### config.mk
export PLATFORM = sky130hd
export DESIGN_NAME = pipeline_ctrl_flat
export DESIGN_NICKNAME = d
export VERILOG_FILES = /design/src/rtl/pipeline_ctrl_if.sv /design/src/rtl/pipeline_ctrl.sv /design/src/flat_wrapper.sv
export SDC_FILE = /design/constraint.sdc
export NUM_CORES = 1
export LEC_CHECK = 0
export BUFFER_PORTS_ARGS = -buffer_cell sky130_fd_sc_hd__buf_4
export CAP_MARGIN = 20
export CORE_UTILIZATION = 35
export DETAILED_ROUTE_END_ITERATION = 8
export SYNTH_ARGS = -nofsm -noshare
export SYNTH_HDL_FRONTEND = slang
export SYNTH_SLANG_ARGS = --single-unit
### constraint.sdc
create_clock -name clk -period 5.7 [get_ports clk]
set_clock_uncertainty 0.2 [all_clocks]
set_input_delay 1.14 -clock clk [delete_from_list [all_inputs] [get_ports clk]]
set_output_delay 1.14 -clock clk [all_outputs]
set_load 0.05 [all_outputs]
### src/rtl/pipeline_ctrl_if.sv
// Datapath <-> sequencer bundle: decode/hazard info in, stage controls and selects out.
interface pipeline_ctrl_if;
  // IF / ID information
  logic [31:0] inst_addr;
  logic        is_jump;
  logic        is_jr;
  logic        is_beq;
  logic        is_bne;
  logic        rs_used;
  logic        rt_used;
  logic        rs_rt_equal;
  logic [4:0]  addr_rs;
  logic [4:0]  addr_rt;
  // EXE stage
  logic [4:0]  regw_addr_exe;
  logic        wb_wen_exe;
  logic        is_load_exe;
  // MEM stage
  logic [4:0]  regw_addr_mem;
  logic        wb_wen_mem;
  logic        is_load_mem;
  logic [4:0]  rt_addr_mem;
  logic        is_store_mem;
  // WB stage
  logic [4:0]  regw_addr_wb;
  logic        wb_wen_wb;
  // Stage controls and selects
  logic        if_rst;
  logic        if_en;
  logic        id_rst;
  logic        id_en;
  logic        exe_rst;
  logic        exe_en;
  logic        mem_rst;
  logic        mem_en;
  logic        wb_rst;
  logic        wb_en;
  logic [1:0]  pc_src;
  logic [1:0]  fwd_a;
  logic [1:0]  fwd_b;
  logic        fwd_mem;

  // Datapath side
  modport master (
    output inst_addr, is_jump, is_jr, is_beq, is_bne, rs_used, rt_used, rs_rt_equal,
           addr_rs, addr_rt, regw_addr_exe, wb_wen_exe, is_load_exe,
           regw_addr_mem, wb_wen_mem, is_load_mem, rt_addr_mem, is_store_mem,
           regw_addr_wb, wb_wen_wb,
    input  if_rst, if_en, id_rst, id_en, exe_rst, exe_en, mem_rst, mem_en, wb_rst, wb_en,
           pc_src, fwd_a, fwd_b, fwd_mem
  );

  // Sequencer side
  modport slave (
    input  inst_addr, is_jump, is_jr, is_beq, is_bne, rs_used, rt_used, rs_rt_equal,
           addr_rs, addr_rt, regw_addr_exe, wb_wen_exe, is_load_exe,
           regw_addr_mem, wb_wen_mem, is_load_mem, rt_addr_mem, is_store_mem,
           regw_addr_wb, wb_wen_wb,
    output if_rst, if_en, id_rst, id_en, exe_rst, exe_en, mem_rst, mem_en, wb_rst, wb_en,
           pc_src, fwd_a, fwd_b, fwd_mem
  );
endinterface

### src/rtl/pipeline_ctrl.sv
// 5-stage pipeline sequencer: run control (halt/run/step/breakpoint), hazard
// handling, PC source, forwarding selects and stall/flush counters.
module pipeline_ctrl #(
  parameter bit          BP_ENABLE = 1'b1,
  parameter int unsigned CNT_W     = 32
) (
  input  logic              clk,
  input  logic              rst,
  input  logic              cpu_en,
  input  logic              step,
  input  logic              bp_en,
  input  logic [31:0]       bp_addr,
  pipeline_ctrl_if.slave    dp,
  output logic              halted,
  output logic [CNT_W-1:0]  stall_cnt,
  output logic [CNT_W-1:0]  flush_cnt
);

  localparam logic [1:0] PC_NEXT   = 2'd0;
  localparam logic [1:0] PC_JUMP   = 2'd1;
  localparam logic [1:0] PC_BRANCH = 2'd2;
  localparam logic [1:0] PC_JR     = 2'd3;

  typedef enum logic [1:0] {S_HALT = 2'd0, S_RUN = 2'd1, S_STEP = 2'd2} state_t;

  state_t state;
  logic   step_q;
  logic   resume_q;   // first RUN cycle after HALT: ignore the breakpoint
  logic   step_rise;
  logic   bp_hit;
  logic   active;
  logic   load_stall;
  logic   taken;

  assign step_rise = step & ~step_q;
  assign bp_hit    = BP_ENABLE && bp_en && (dp.inst_addr == bp_addr) && !resume_q;
  assign active    = (state == S_RUN) || (state == S_STEP);
  assign halted    = (state == S_HALT);

  // Load-use hazard against the instruction in ID
  assign load_stall = dp.is_load_exe && dp.wb_wen_exe && (dp.regw_addr_exe != 5'd0) &&
                      ((dp.rs_used && (dp.regw_addr_exe == dp.addr_rs)) ||
                       (dp.rt_used && (dp.regw_addr_exe == dp.addr_rt)));

  assign taken = dp.is_jump || dp.is_jr || (dp.is_beq && dp.rs_rt_equal) ||
                 (dp.is_bne && !dp.rs_rt_equal);

  // Run-control FSM, step edge detect and performance counters
  always_ff @(posedge clk) begin
    if (rst) begin
      state     <= S_HALT;
      step_q    <= 1'b0;
      resume_q  <= 1'b0;
      stall_cnt <= '0;
      flush_cnt <= '0;
    end else begin
      step_q   <= step;
      resume_q <= 1'b0;
      case (state)
        S_HALT: begin
          if (cpu_en) begin
            state    <= S_RUN;
            resume_q <= 1'b1;
          end else if (step_rise) begin
            state <= S_STEP;
          end
        end
        S_RUN:   if (!cpu_en || bp_hit) state <= S_HALT;
        S_STEP:  state <= S_HALT;
        default: state <= S_HALT;
      endcase
      if (active && load_stall)
        stall_cnt <= stall_cnt + CNT_W'(1);
      else if (active && taken)
        flush_cnt <= flush_cnt + CNT_W'(1);
    end
  end

  // Stage enables/resets and PC source for the current cycle
  always_comb begin
    dp.if_rst  = 1'b0;
    dp.if_en   = 1'b0;
    dp.id_rst  = 1'b0;
    dp.id_en   = 1'b0;
    dp.exe_rst = 1'b0;
    dp.exe_en  = 1'b0;
    dp.mem_rst = 1'b0;
    dp.mem_en  = 1'b0;
    dp.wb_rst  = 1'b0;
    dp.wb_en   = 1'b0;
    dp.pc_src  = PC_NEXT;
    if (rst) begin
      dp.if_rst  = 1'b1;
      dp.id_rst  = 1'b1;
      dp.exe_rst = 1'b1;
      dp.mem_rst = 1'b1;
      dp.wb_rst  = 1'b1;
    end else if (active) begin
      if (load_stall) begin
        // Hold IF/ID, bubble into EXE, let older instructions drain
        dp.exe_rst = 1'b1;
        dp.exe_en  = 1'b1;
        dp.mem_en  = 1'b1;
        dp.wb_en   = 1'b1;
      end else begin
        dp.if_en  = 1'b1;
        dp.id_en  = 1'b1;
        dp.exe_en = 1'b1;
        dp.mem_en = 1'b1;
        dp.wb_en  = 1'b1;
        dp.id_rst = taken;
        if (dp.is_jr)       dp.pc_src = PC_JR;
        else if (dp.is_jump) dp.pc_src = PC_JUMP;
        else if (taken)      dp.pc_src = PC_BRANCH;
      end
    end
  end

  // Operand forwarding: EXE ALU result first, then MEM (ALU or load data)
  always_comb begin
    dp.fwd_a   = 2'd0;
    dp.fwd_b   = 2'd0;
    dp.fwd_mem = 1'b0;
    if (!rst) begin
      if (dp.addr_rs != 5'd0) begin
        if (dp.wb_wen_exe && !dp.is_load_exe && (dp.regw_addr_exe == dp.addr_rs))
          dp.fwd_a = 2'd1;
        else if (dp.wb_wen_mem && (dp.regw_addr_mem == dp.addr_rs))
          dp.fwd_a = dp.is_load_mem ? 2'd3 : 2'd2;
      end
      if (dp.addr_rt != 5'd0) begin
        if (dp.wb_wen_exe && !dp.is_load_exe && (dp.regw_addr_exe == dp.addr_rt))
          dp.fwd_b = 2'd1;
        else if (dp.wb_wen_mem && (dp.regw_addr_mem == dp.addr_rt))
          dp.fwd_b = dp.is_load_mem ? 2'd3 : 2'd2;
      end
      dp.fwd_mem = dp.is_store_mem && dp.wb_wen_wb && (dp.regw_addr_wb != 5'd0) &&
                   (dp.regw_addr_wb == dp.rt_addr_mem);
    end
  end

endmodule

### src/flat_wrapper.sv
// flat-port wrapper written by rule: the top's interface ports become plain ports
module pipeline_ctrl_flat 
#(
  parameter bit          BP_ENABLE = 1'b1,
  parameter int unsigned CNT_W     = 32
)
  (clk, rst, cpu_en, step, bp_en, bp_addr, halted, stall_cnt, flush_cnt, dp_inst_addr, dp_is_jump, dp_is_jr, dp_is_beq, dp_is_bne, dp_rs_used, dp_rt_used, dp_rs_rt_equal, dp_addr_rs, dp_addr_rt, dp_regw_addr_exe, dp_wb_wen_exe, dp_is_load_exe, dp_regw_addr_mem, dp_wb_wen_mem, dp_is_load_mem, dp_rt_addr_mem, dp_is_store_mem, dp_regw_addr_wb, dp_wb_wen_wb, dp_if_rst, dp_if_en, dp_id_rst, dp_id_en, dp_exe_rst, dp_exe_en, dp_mem_rst, dp_mem_en, dp_wb_rst, dp_wb_en, dp_pc_src, dp_fwd_a, dp_fwd_b, dp_fwd_mem);
  pipeline_ctrl_if dp_i ();
  input  logic clk;
  input  logic rst;
  input  logic cpu_en;
  input  logic step;
  input  logic bp_en;
  input  logic [31:0] bp_addr;
  output logic halted;
  output logic [CNT_W-1:0] stall_cnt;
  output logic [CNT_W-1:0] flush_cnt;
  input wire logic [$bits(dp_i.inst_addr)-1:0] dp_inst_addr;
  input wire logic [$bits(dp_i.is_jump)-1:0] dp_is_jump;
  input wire logic [$bits(dp_i.is_jr)-1:0] dp_is_jr;
  input wire logic [$bits(dp_i.is_beq)-1:0] dp_is_beq;
  input wire logic [$bits(dp_i.is_bne)-1:0] dp_is_bne;
  input wire logic [$bits(dp_i.rs_used)-1:0] dp_rs_used;
  input wire logic [$bits(dp_i.rt_used)-1:0] dp_rt_used;
  input wire logic [$bits(dp_i.rs_rt_equal)-1:0] dp_rs_rt_equal;
  input wire logic [$bits(dp_i.addr_rs)-1:0] dp_addr_rs;
  input wire logic [$bits(dp_i.addr_rt)-1:0] dp_addr_rt;
  input wire logic [$bits(dp_i.regw_addr_exe)-1:0] dp_regw_addr_exe;
  input wire logic [$bits(dp_i.wb_wen_exe)-1:0] dp_wb_wen_exe;
  input wire logic [$bits(dp_i.is_load_exe)-1:0] dp_is_load_exe;
  input wire logic [$bits(dp_i.regw_addr_mem)-1:0] dp_regw_addr_mem;
  input wire logic [$bits(dp_i.wb_wen_mem)-1:0] dp_wb_wen_mem;
  input wire logic [$bits(dp_i.is_load_mem)-1:0] dp_is_load_mem;
  input wire logic [$bits(dp_i.rt_addr_mem)-1:0] dp_rt_addr_mem;
  input wire logic [$bits(dp_i.is_store_mem)-1:0] dp_is_store_mem;
  input wire logic [$bits(dp_i.regw_addr_wb)-1:0] dp_regw_addr_wb;
  input wire logic [$bits(dp_i.wb_wen_wb)-1:0] dp_wb_wen_wb;
  output wire logic [$bits(dp_i.if_rst)-1:0] dp_if_rst;
  output wire logic [$bits(dp_i.if_en)-1:0] dp_if_en;
  output wire logic [$bits(dp_i.id_rst)-1:0] dp_id_rst;
  output wire logic [$bits(dp_i.id_en)-1:0] dp_id_en;
  output wire logic [$bits(dp_i.exe_rst)-1:0] dp_exe_rst;
  output wire logic [$bits(dp_i.exe_en)-1:0] dp_exe_en;
  output wire logic [$bits(dp_i.mem_rst)-1:0] dp_mem_rst;
  output wire logic [$bits(dp_i.mem_en)-1:0] dp_mem_en;
  output wire logic [$bits(dp_i.wb_rst)-1:0] dp_wb_rst;
  output wire logic [$bits(dp_i.wb_en)-1:0] dp_wb_en;
  output wire logic [$bits(dp_i.pc_src)-1:0] dp_pc_src;
  output wire logic [$bits(dp_i.fwd_a)-1:0] dp_fwd_a;
  output wire logic [$bits(dp_i.fwd_b)-1:0] dp_fwd_b;
  output wire logic [$bits(dp_i.fwd_mem)-1:0] dp_fwd_mem;
  assign dp_i.inst_addr = dp_inst_addr;
  assign dp_i.is_jump = dp_is_jump;
  assign dp_i.is_jr = dp_is_jr;
  assign dp_i.is_beq = dp_is_beq;
  assign dp_i.is_bne = dp_is_bne;
  assign dp_i.rs_used = dp_rs_used;
  assign dp_i.rt_used = dp_rt_used;
  assign dp_i.rs_rt_equal = dp_rs_rt_equal;
  assign dp_i.addr_rs = dp_addr_rs;
  assign dp_i.addr_rt = dp_addr_rt;
  assign dp_i.regw_addr_exe = dp_regw_addr_exe;
  assign dp_i.wb_wen_exe = dp_wb_wen_exe;
  assign dp_i.is_load_exe = dp_is_load_exe;
  assign dp_i.regw_addr_mem = dp_regw_addr_mem;
  assign dp_i.wb_wen_mem = dp_wb_wen_mem;
  assign dp_i.is_load_mem = dp_is_load_mem;
  assign dp_i.rt_addr_mem = dp_rt_addr_mem;
  assign dp_i.is_store_mem = dp_is_store_mem;
  assign dp_i.regw_addr_wb = dp_regw_addr_wb;
  assign dp_i.wb_wen_wb = dp_wb_wen_wb;
  assign dp_if_rst = dp_i.if_rst;
  assign dp_if_en = dp_i.if_en;
  assign dp_id_rst = dp_i.id_rst;
  assign dp_id_en = dp_i.id_en;
  assign dp_exe_rst = dp_i.exe_rst;
  assign dp_exe_en = dp_i.exe_en;
  assign dp_mem_rst = dp_i.mem_rst;
  assign dp_mem_en = dp_i.mem_en;
  assign dp_wb_rst = dp_i.wb_rst;
  assign dp_wb_en = dp_i.wb_en;
  assign dp_pc_src = dp_i.pc_src;
  assign dp_fwd_a = dp_i.fwd_a;
  assign dp_fwd_b = dp_i.fwd_b;
  assign dp_fwd_mem = dp_i.fwd_mem;
  pipeline_ctrl #(.BP_ENABLE(BP_ENABLE), .CNT_W(CNT_W)) u_core (.clk(clk), .rst(rst), .cpu_en(cpu_en), .step(step), .bp_en(bp_en), .bp_addr(bp_addr), .dp(dp_i), .halted(halted), .stall_cnt(stall_cnt), .flush_cnt(flush_cnt));
endmodule
After elaboration in Yosys (flattened, before gate mapping)

Cells that the tools add are included.

Register bits: 68
Bits of input ports: 112
Logic and storage cells: 91

Add/sub/neg operators: 2
Equal/unequal tests: 10
Muxes and demuxes: 33
Bitwise operators: 4
Reductions and logical operators: 37

Operators by type and width:

| cell                  | number |
|---|---|
| $add 32x1->32 const B | 2 |
| $mux 2                | 17 |
| $eq 32x32->1          | 1 |
| $eq 5x5->1            | 5 |
| $reduce_bool 5->1     | 4 |
| $logic_and 1x1->1     | 19 |
| $mux 1                | 15 |
| $logic_or 1x1->1      | 6 |
| $logic_not 1->1       | 4 |
| $pmux 2 s2            | 1 |
| $reduce_and 2->1      | 2 |
| $ne 3x2->1 const B    | 1 |
| $not 1->1             | 3 |
| $eq 2x1->1 const B    | 1 |
| $eq 2x2->1 const B    | 1 |
| $logic_not 2->1       | 1 |
| $ne 2x2->1 const B    | 1 |
| $reduce_or 2->1       | 1 |
| $and 1x1->1           | 1 |

Depth between registers and ports, before layout

Gate-level depths: netlist (run 1).

Depth after elaboration: 9
Gate-level depth with buffers: 9

Least setup slack after synthesis (run 1)

OpenSTA, ideal clock, no wires.

Path type: input-to-output
Start point: input port dp_regw_addr_exe[0]
End point: output port dp_pc_src[1]
Arrival: 2,937 ps
Data required time: 4,360 ps
Slack: 1,423 ps
Stages on the path: 6
Buffers on the path: 1
Cell sequence: or3_1 > o311a_4 > buf_2 > inv_1 > o21ai_0 > nor2_1

Longest elaborated chain between the ends: 7
Elaborated cells between the ends (all ways): 11
Classes of those cells: 2 x eq/ne; 3 x mux; 6 x reduce/logical

Ends and longest elaborated chain:

| what                                 | line                                     | text |
|---|---|---|
| start: declaration                   | flat_wrapper.sv:28                       | `input wire logic [$bits(dp_i.regw_addr_exe)-1:0] dp_regw_addr_exe;` |
| $eq 5x5->1 (on tied branches)        | pipeline_ctrl.sv:42, pipeline_ctrl.sv:43 |  |
| $logic_and 1x1->1 (on tied branches) | pipeline_ctrl.sv:42, pipeline_ctrl.sv:43 |  |
| $logic_or 1x1->1                     | pipeline_ctrl.sv:42                      | `((dp.rs_used && (dp.regw_addr_exe == dp.addr_rs)) \|\|` |
| $logic_and 1x1->1 (*)                | pipeline_ctrl.sv:41                      | `assign load_stall = dp.is_load_exe && dp.wb_wen_exe && (dp.regw_addr_exe != 5'd0) &&` |
| $mux 2 (*)                           | pipeline_ctrl.sv:99                      | `if (load_stall) begin` |
| $mux 2 (*)                           | pipeline_ctrl.sv:98                      | `end else if (active) begin` |
| $mux 2 (*)                           | pipeline_ctrl.sv:92                      | `if (rst) begin` |
| end: declaration                     | flat_wrapper.sv:48                       | `output wire logic [$bits(dp_i.pc_src)-1:0] dp_pc_src;` |

Mark *: on every way between the ends. The rest lies on a longest branch, timed or not.

Final worst setup path (run 1)

Start point: input port dp_regw_addr_exe[0]
End point: output port dp_id_rst

Longest elaborated chain between the ends: 7
Elaborated cells between the ends (all ways): 11
Classes of those cells: 2 x eq/ne; 3 x mux; 6 x reduce/logical

Ends and longest elaborated chain:

| what                                 | line                                     | text |
|---|---|---|
| $eq 5x5->1 (on tied branches)        | pipeline_ctrl.sv:42, pipeline_ctrl.sv:43 |  |
| $logic_and 1x1->1 (on tied branches) | pipeline_ctrl.sv:42, pipeline_ctrl.sv:43 |  |
| $logic_or 1x1->1                     | pipeline_ctrl.sv:42                      |  |
| $logic_and 1x1->1 (*)                | pipeline_ctrl.sv:41                      |  |
| $mux 1 (*)                           | pipeline_ctrl.sv:99                      |  |
| $mux 1 (*)                           | pipeline_ctrl.sv:98                      |  |
| $mux 1 (*)                           | pipeline_ctrl.sv:92                      |  |
| end: declaration                     | flat_wrapper.sv:40                       | `output wire logic [$bits(dp_i.id_rst)-1:0] dp_id_rst;` |

Marked as above.

==> flow_metrics.tcl, run 1 <==
set metrics [dict create \
    status "complete, but fails checks" \
    failed_checks "design-rule violations" \
    crit_top_cell "buf_4" \
    wirelength_um 12900 \
    total_power_w 0.00123 \
    synth_edf_count 0 \
    drt_iter0_markers 191 \
    hold_path.class "reg2reg" \
    grt_start_max_net_pins 53 \
    gp_congestion 0.831 \
    initial_utilization_pct 36.5 \
    crit_path_top_delay_cell "a21oi_1" \
    num_vias 4412 \
    crit_chain "buf_4, or3_1, o311a_4, a21oi_1, or2_2, buf_4" \
    routed_via_density 5.21 \
    worstSetupEndpointType "output port" \
    postLayoutCellArea_mm2 0.00600 \
    rsz0062_at_grt "false" \
    reg2reg_depth 8 \
    cts-buffers-inserted 9 \
    slowest_delay_ns 0.51 \
    nets 816 \
    hold_viol_final 0 \
    power_frac_seq_pct 39.2 \
    period_share_pct 77.7 \
    power.density_mw_per_mm2 206 \
    core_area_mm2 0.0116 \
    die_y_um 112 \
    die_x_um 112 \
    crit_type "in2out" \
    synthTopCellsByArea "dfxtp_1 (32%), xor2_1 (10%), xnor2_1 (8.7%)" \
    postCtsHoldBufs 0 \
    cts_max_level 3 \
    crit_arrival_ns 3.09 \
    yosysTopAreaCellShare_pct 32.1 \
    ctsRootBufferMaster "clkbuf_16" \
    ys.flop_type "dfxtp_1" \
    area_growth_pct 41.6 \
    startpoint_type "primary input" \
    ant_nets 0 \
    clockBufferDepth 2 \
    clk_pin_slew_worst_paths_ns 0.06 \
    wl_per_cell_um 15.2 \
    p_leak_nw 2.42 \
    ys_warn_count 0 \
    clkPwrFrac_pct 43.2 \
    dr.pass1.iters 7 \
    swShare_pct 26.1 \
    syn-cell-area_mm2 0.00424 \
    grt_pass1_vias 4261 \
    antenna_found_initial 0 \
    internal-power_w 0.000912 \
    final_cell_mix "buf_4 (195), dfxtp_1 (68), nor2_1 (56)" \
    grt_use_total_pct 20.4 \
    grt_first_pass_wirelength_um 20700 \
    gr-total-overflow 0 \
    yosysTopAreaCell "dfxtp_1" \
    comb_power_share_pct 17.6 \
    clkLatencyLatePin_ns 0.33 \
    place_area_mm2 0.00572 \
    async_flop_share_pct 0 \
    setup_tns_ns 0 \
    ir_drop_v 0.000158 \
    max_slew_margin_pct 48.8 \
    min_delay_path_depth 2 \
    synth-seq-area-share_pct 32.1 \
    final_common_cell "buf_4" \
    cts_resized 0 \
    num_io_pins 194 \
    cap_violations 0 \
    drcViolationCount 20 \
    fin_crit_ns 4.43 \
    timing.fmax_mhz 226 \
    synth.distinct_cells 51 \
    clock-sinks 68 \
    post_cts_buffers 0 \
    required_ns 4.36 \
    avgSynthCellArea_um2 8.15 \
    dp_hpwl_um 9840 \
    die-area_mm2 0.0126 \
    cts_tree "done" \
    maxSlewViolCount 0 \
    rows 39 \
    syn-num-nets 636 \
    setup_violations 0 \
    worst_pin_slew_ns 0.749 \
    cp_max_fo 41 \
    fillers 1129 \
    synth_seq_cells 68 \
    port_buffers 193 \
    netlist_instances 520 \
    power.switching_w 0.000321 \
    antenna_cells 0 \
    drive_above_1_share_pct 31.5 \
]
worst max-delay path: cells and delay by family:
family,cells,cell delay [ns]
simple gates,2,0.61
buf+inv,2,0.31
compound gates,2,1.01
final timing paths:
check	startpoint	end	slack, ns
min	u_core.stall_cnt[30]$_SDFFE_PP0P_	u_core.stall_cnt[30]$_SDFFE_PP0P_	0.31
max reg2reg	u_core.state[0]$_SDFFE_PP0P_	u_core.flush_cnt[31]$_SDFFE_PP0P_	2.63
min reg2reg	u_core.stall_cnt[30]$_SDFFE_PP0P_	u_core.stall_cnt[30]$_SDFFE_PP0P_	0.31
max	dp_regw_addr_exe[0]	dp_id_rst	1.27
cells by family after synthesis:
| group | Yosys count | share of synthesized area [%] |
|---|---|---|
| AOI/OAI and AO/OA | 89 | 13.8 |
| xor gates and xnor gates | 91 | 18.8 |
| adders and majority gates | 4 | 1.18 |
| buffers and inverters | 46 | 5.64 |
| DFF | 68 | 32.1 |
| muxes | 3 | 0.709 |
| and+or+nand+nor | 219 | 27.7 |
through the flow:
step	setup WS, ns	hold WS (ns)	instances	util [%]
6_report	1.27	0.309	847	51.7
5_1_grt	1.16	0.331	847	51.7
4_1_cts	1.28	0.306	847	51.7
3_5_place_dp	1.27	0.298	832	49.2
3_3_place_gp	1.37	0.271	832	49.2
2_1_floorplan	1.42	0.332	520	-
routing by layer:
| layer | vias up | global-route usage [%] | wire, µm |
|---|---|---|---|
| li1 | 2212 | - | - |
| met1 | 2040 | 23.7 | 5250 |
| met2 | 142 | 37.6 | 6490 |
| met3 | 18 | 4.00 | 868 |
| met4 | 0 | 6.58 | 261 |
| met5 | - | 0 | 0 |
sequential cells by signal, indices dropped and copies added, names as in the netlist:
signal            flops
u_core.step_q         1
u_core.resume_q       1
u_core.state          2
u_core.stall_cnt     32
u_core.flush_cnt     32
cells in the mapped netlist (3+ instances only):
| cell | number |
|---|---|
| inv_1 | 20 |
| o21ai_0 | 24 |
| or3_1 | 23 |
| and2_1 | 3 |
| a211oi_1 | 6 |
| a2111oi_1 | 8 |
| and4_1 | 5 |
| dfxtp_1 | 68 |
| a21oi_1 | 33 |
| buf_4 | 6 |
| xnor2_1 | 42 |
| nand4_1 | 28 |
| nor3_1 | 12 |
| nor4_1 | 10 |
| xor2_1 | 49 |
| mux2i_1 | 3 |
| nand2_1 | 29 |
| a2111o_1 | 3 |
| clkbuf_1 | 11 |
| nand4b_1 | 5 |
| and3_1 | 6 |
| ha_1 | 4 |
| nor2_1 | 56 |
| nand4_2 | 3 |
| nand3_1 | 28 |
power by group through the flow:
stage	sequential, W	clock, W	combinational, W
after CTS	0.000483	0.000546	0.000219
after global placement	0.000493	0	0.000215
after floorplan	0.000499	0	0.000112
after global routing	0.000483	0.000570	0.000233
after detailed placement	0.000494	0	0.000218
final	0.000483	0.000534	0.000217
final cells by class:
cell class              count  area [µm²]  area share (%)
inverters                  20        75.1            1.25
repair buffers            195        1460            24.4
clock inverters             5        53.8           0.897
well taps                 143         179            2.98
clock buffers              10         229            3.82
flip-flops and latches     68        1360            22.7
multi-input cells         406        2640            44.0
No activity file was read; power rests on OpenSTA's default activity.
==> run 2: changes to the inputs <==
--- a/config.mk
+++ b/config.mk
@@ -9,6 +9,7 @@
 export CAP_MARGIN = 20
 export CORE_UTILIZATION = 35
 export DETAILED_ROUTE_END_ITERATION = 8
+export PLACE_DENSITY = 0.65
 export SYNTH_ARGS = -nofsm -noshare
 export SYNTH_HDL_FRONTEND = slang
 export SYNTH_SLANG_ARGS = --single-unit
==> constraint.sdc (replaced) <==
create_clock -name clk -period 3.81 [get_ports clk]
set_clock_uncertainty 0.2 [all_clocks]
set_input_delay 0.762 -clock clk [delete_from_list [all_inputs] [get_ports clk]]
set_output_delay 0.762 -clock clk [all_outputs]
set_load 0.05 [all_outputs]
==> flow_metrics.tcl, run 2 (synthesized netlist as in run 1, its figures left out) <==
set metrics [dict create \
    routed_via_density 5.28 \
    maxSlewViolCount 0 \
    clk_pin_slew_worst_paths_ns 0.06 \
    worstSetupEndpointType "output port" \
    crit_type "in2out" \
    dp_slack_ns 0.464 \
    antenna_cells 0 \
    final_common_cell "buf_4" \
    dr.pass1.iters 9 \
    core_area_mm2 0.0116 \
    hold_viol_final 0 \
    final_cell_mix "buf_4 (198), dfxtp_1 (68), nor2_1 (56)" \
    setup_slack_ns 0.481 \
    cts_resized 0 \
    power.density_mw_per_mm2 311 \
    status "complete, but fails checks" \
    wirelength_um 13200 \
    postCtsHoldBufs 0 \
    num_vias 4491 \
    p_leak_nw 2.44 \
    postLayoutCellArea_mm2 0.00603 \
    worst_pin_slew_ns 0.804 \
    max_slew_margin_pct 45.0 \
    post_cts_buffers 0 \
    required_ns 2.85 \
    grt_first_pass_wirelength_um 21100 \
    clock-sinks 68 \
    startpoint_type "primary input" \
    rows 39 \
    ctsRootBufferMaster "clkbuf_16" \
    crit_top_cell "buf_4" \
    gr-total-overflow 0 \
    port_buffers 193 \
    clockBufferDepth 2 \
    area_growth_pct 42.3 \
    drt_iter0_markers 207 \
    place_area_mm2 0.00574 \
    gp_congestion 0.892 \
    die_y_um 112 \
    multi_input_area_mm2 0.00264 \
    timing.fmax_mhz 300 \
    grt_pass1_vias 4316 \
    cts-buffers-inserted 9 \
    crit_chain "buf_4, or3_1, o311a_4, inv_1, o21ai_0, nor2_1, buf_4" \
    setup_tns_ns 0 \
    period_share_pct 87.4 \
    nets 819 \
    setup_violations 0 \
    cap_violations 0 \
    cp_max_fo 19 \
    dp_hpwl_um 10000 \
    holdWs_ns 0.286 \
    num_io_pins 194 \
    die_x_um 112 \
    drcViolationCount 19 \
    crit_path_top_delay_cell "o311a_4" \
    ant_nets 0 \
    slowest_delay_ns 0.42 \
    initial_utilization_pct 36.5 \
    crit_arrival_ns 2.37 \
    grt_start_max_net_pins 46 \
    cts_max_level 3 \
    clkLatencyLatePin_ns 0.33 \
    drive_above_1_share_pct 31.9 \
    grt_use_total_pct 20.9 \
    ir_drop_v 0.000197 \
    failed_checks "design-rule violations" \
    cts_tree "done" \
    fillers 1103 \
    fin_crit_ns 3.33 \
    die-area_mm2 0.0126 \
    reg.largest.list "u_core.flush_cnt x32, u_core.stall_cnt x32, u_core.state x2" \
    rsz0062_at_grt "false" \
    wl_per_cell_um 15.5 \
    hold_path.class "reg2reg" \
    antenna_found_initial 0 \
    regArea_mm2 0.00136 \
]
run 2: worst max-delay path, delay by kind of cell:
kind	cells	cell delay (ns)
AO/OA/AOI/OAI	2	0.59
AND/OR/NAND/NOR	2	0.55
buffers and inverters	3	0.45
run 2: final cells by class:
| cell class | instances | area share (%) |
|---|---|---|
| Multi-Input combinational cell | 406 | 43.7 |
| Timing Repair Buffer | 198 | 24.6 |
| Sequential cell | 68 | 22.6 |
| Clock buffer | 10 | 3.80 |
| Tap cell | 143 | 2.97 |
| Inverter | 20 | 1.24 |
| Clock inverter | 6 | 1.06 |
run 2: stage by stage:
step | util (%) | instances | power (W)
after CTS | 51.9 | 851 | 0.00190
after global routing | 51.9 | 851 | 0.00195
after global placement | 49.4 | 835 | 0.00106
after floorplan | - | 520 | 0.000915
final | 51.9 | 851 | 0.00188
after detailed placement | 49.4 | 835 | 0.00107
run 2: path summary, 6_finish.rpt:
kind / start / to / slack [ns] / depth (start not counted)
worst max-delay path: dp_regw_addr_exe[0] / dp_pc_src[0] / 0.48 / 7
worst min-delay path: u_core.stall_cnt[31]$_SDFFE_PP0P_ / u_core.stall_cnt[31]$_SDFFE_PP0P_ / 0.29 / 2
worst max register to register: u_core.state[0]$_SDFFE_PP0P_ / u_core.flush_cnt[31]$_SDFFE_PP0P_ / 0.80 / 8
worst min register to register: u_core.stall_cnt[31]$_SDFFE_PP0P_ / u_core.stall_cnt[31]$_SDFFE_PP0P_ / 0.29 / 2
run 2: routing by layer:
layer	vias up	global-route usage [%]	share of wire [%]
met5	-	0	0
met4	0	9.07	2.0
met3	20	4.16	6.8
met2	157	38.7	52
met1	2088	23.1	39
li1	2226	-	-
run 2: where the power goes:
| group | internal [W] | leakage (nW) | switching (W) |
|---|---|---|---|
| logic | 0.000151 | 1.75 | 0.000179 |
| clock network | 0.000507 | 0.139 | 0.000316 |
| registers | 0.000717 | 0.548 | 0.00000587 |
| total | 0.00137 | 2.44 | 0.000501 |
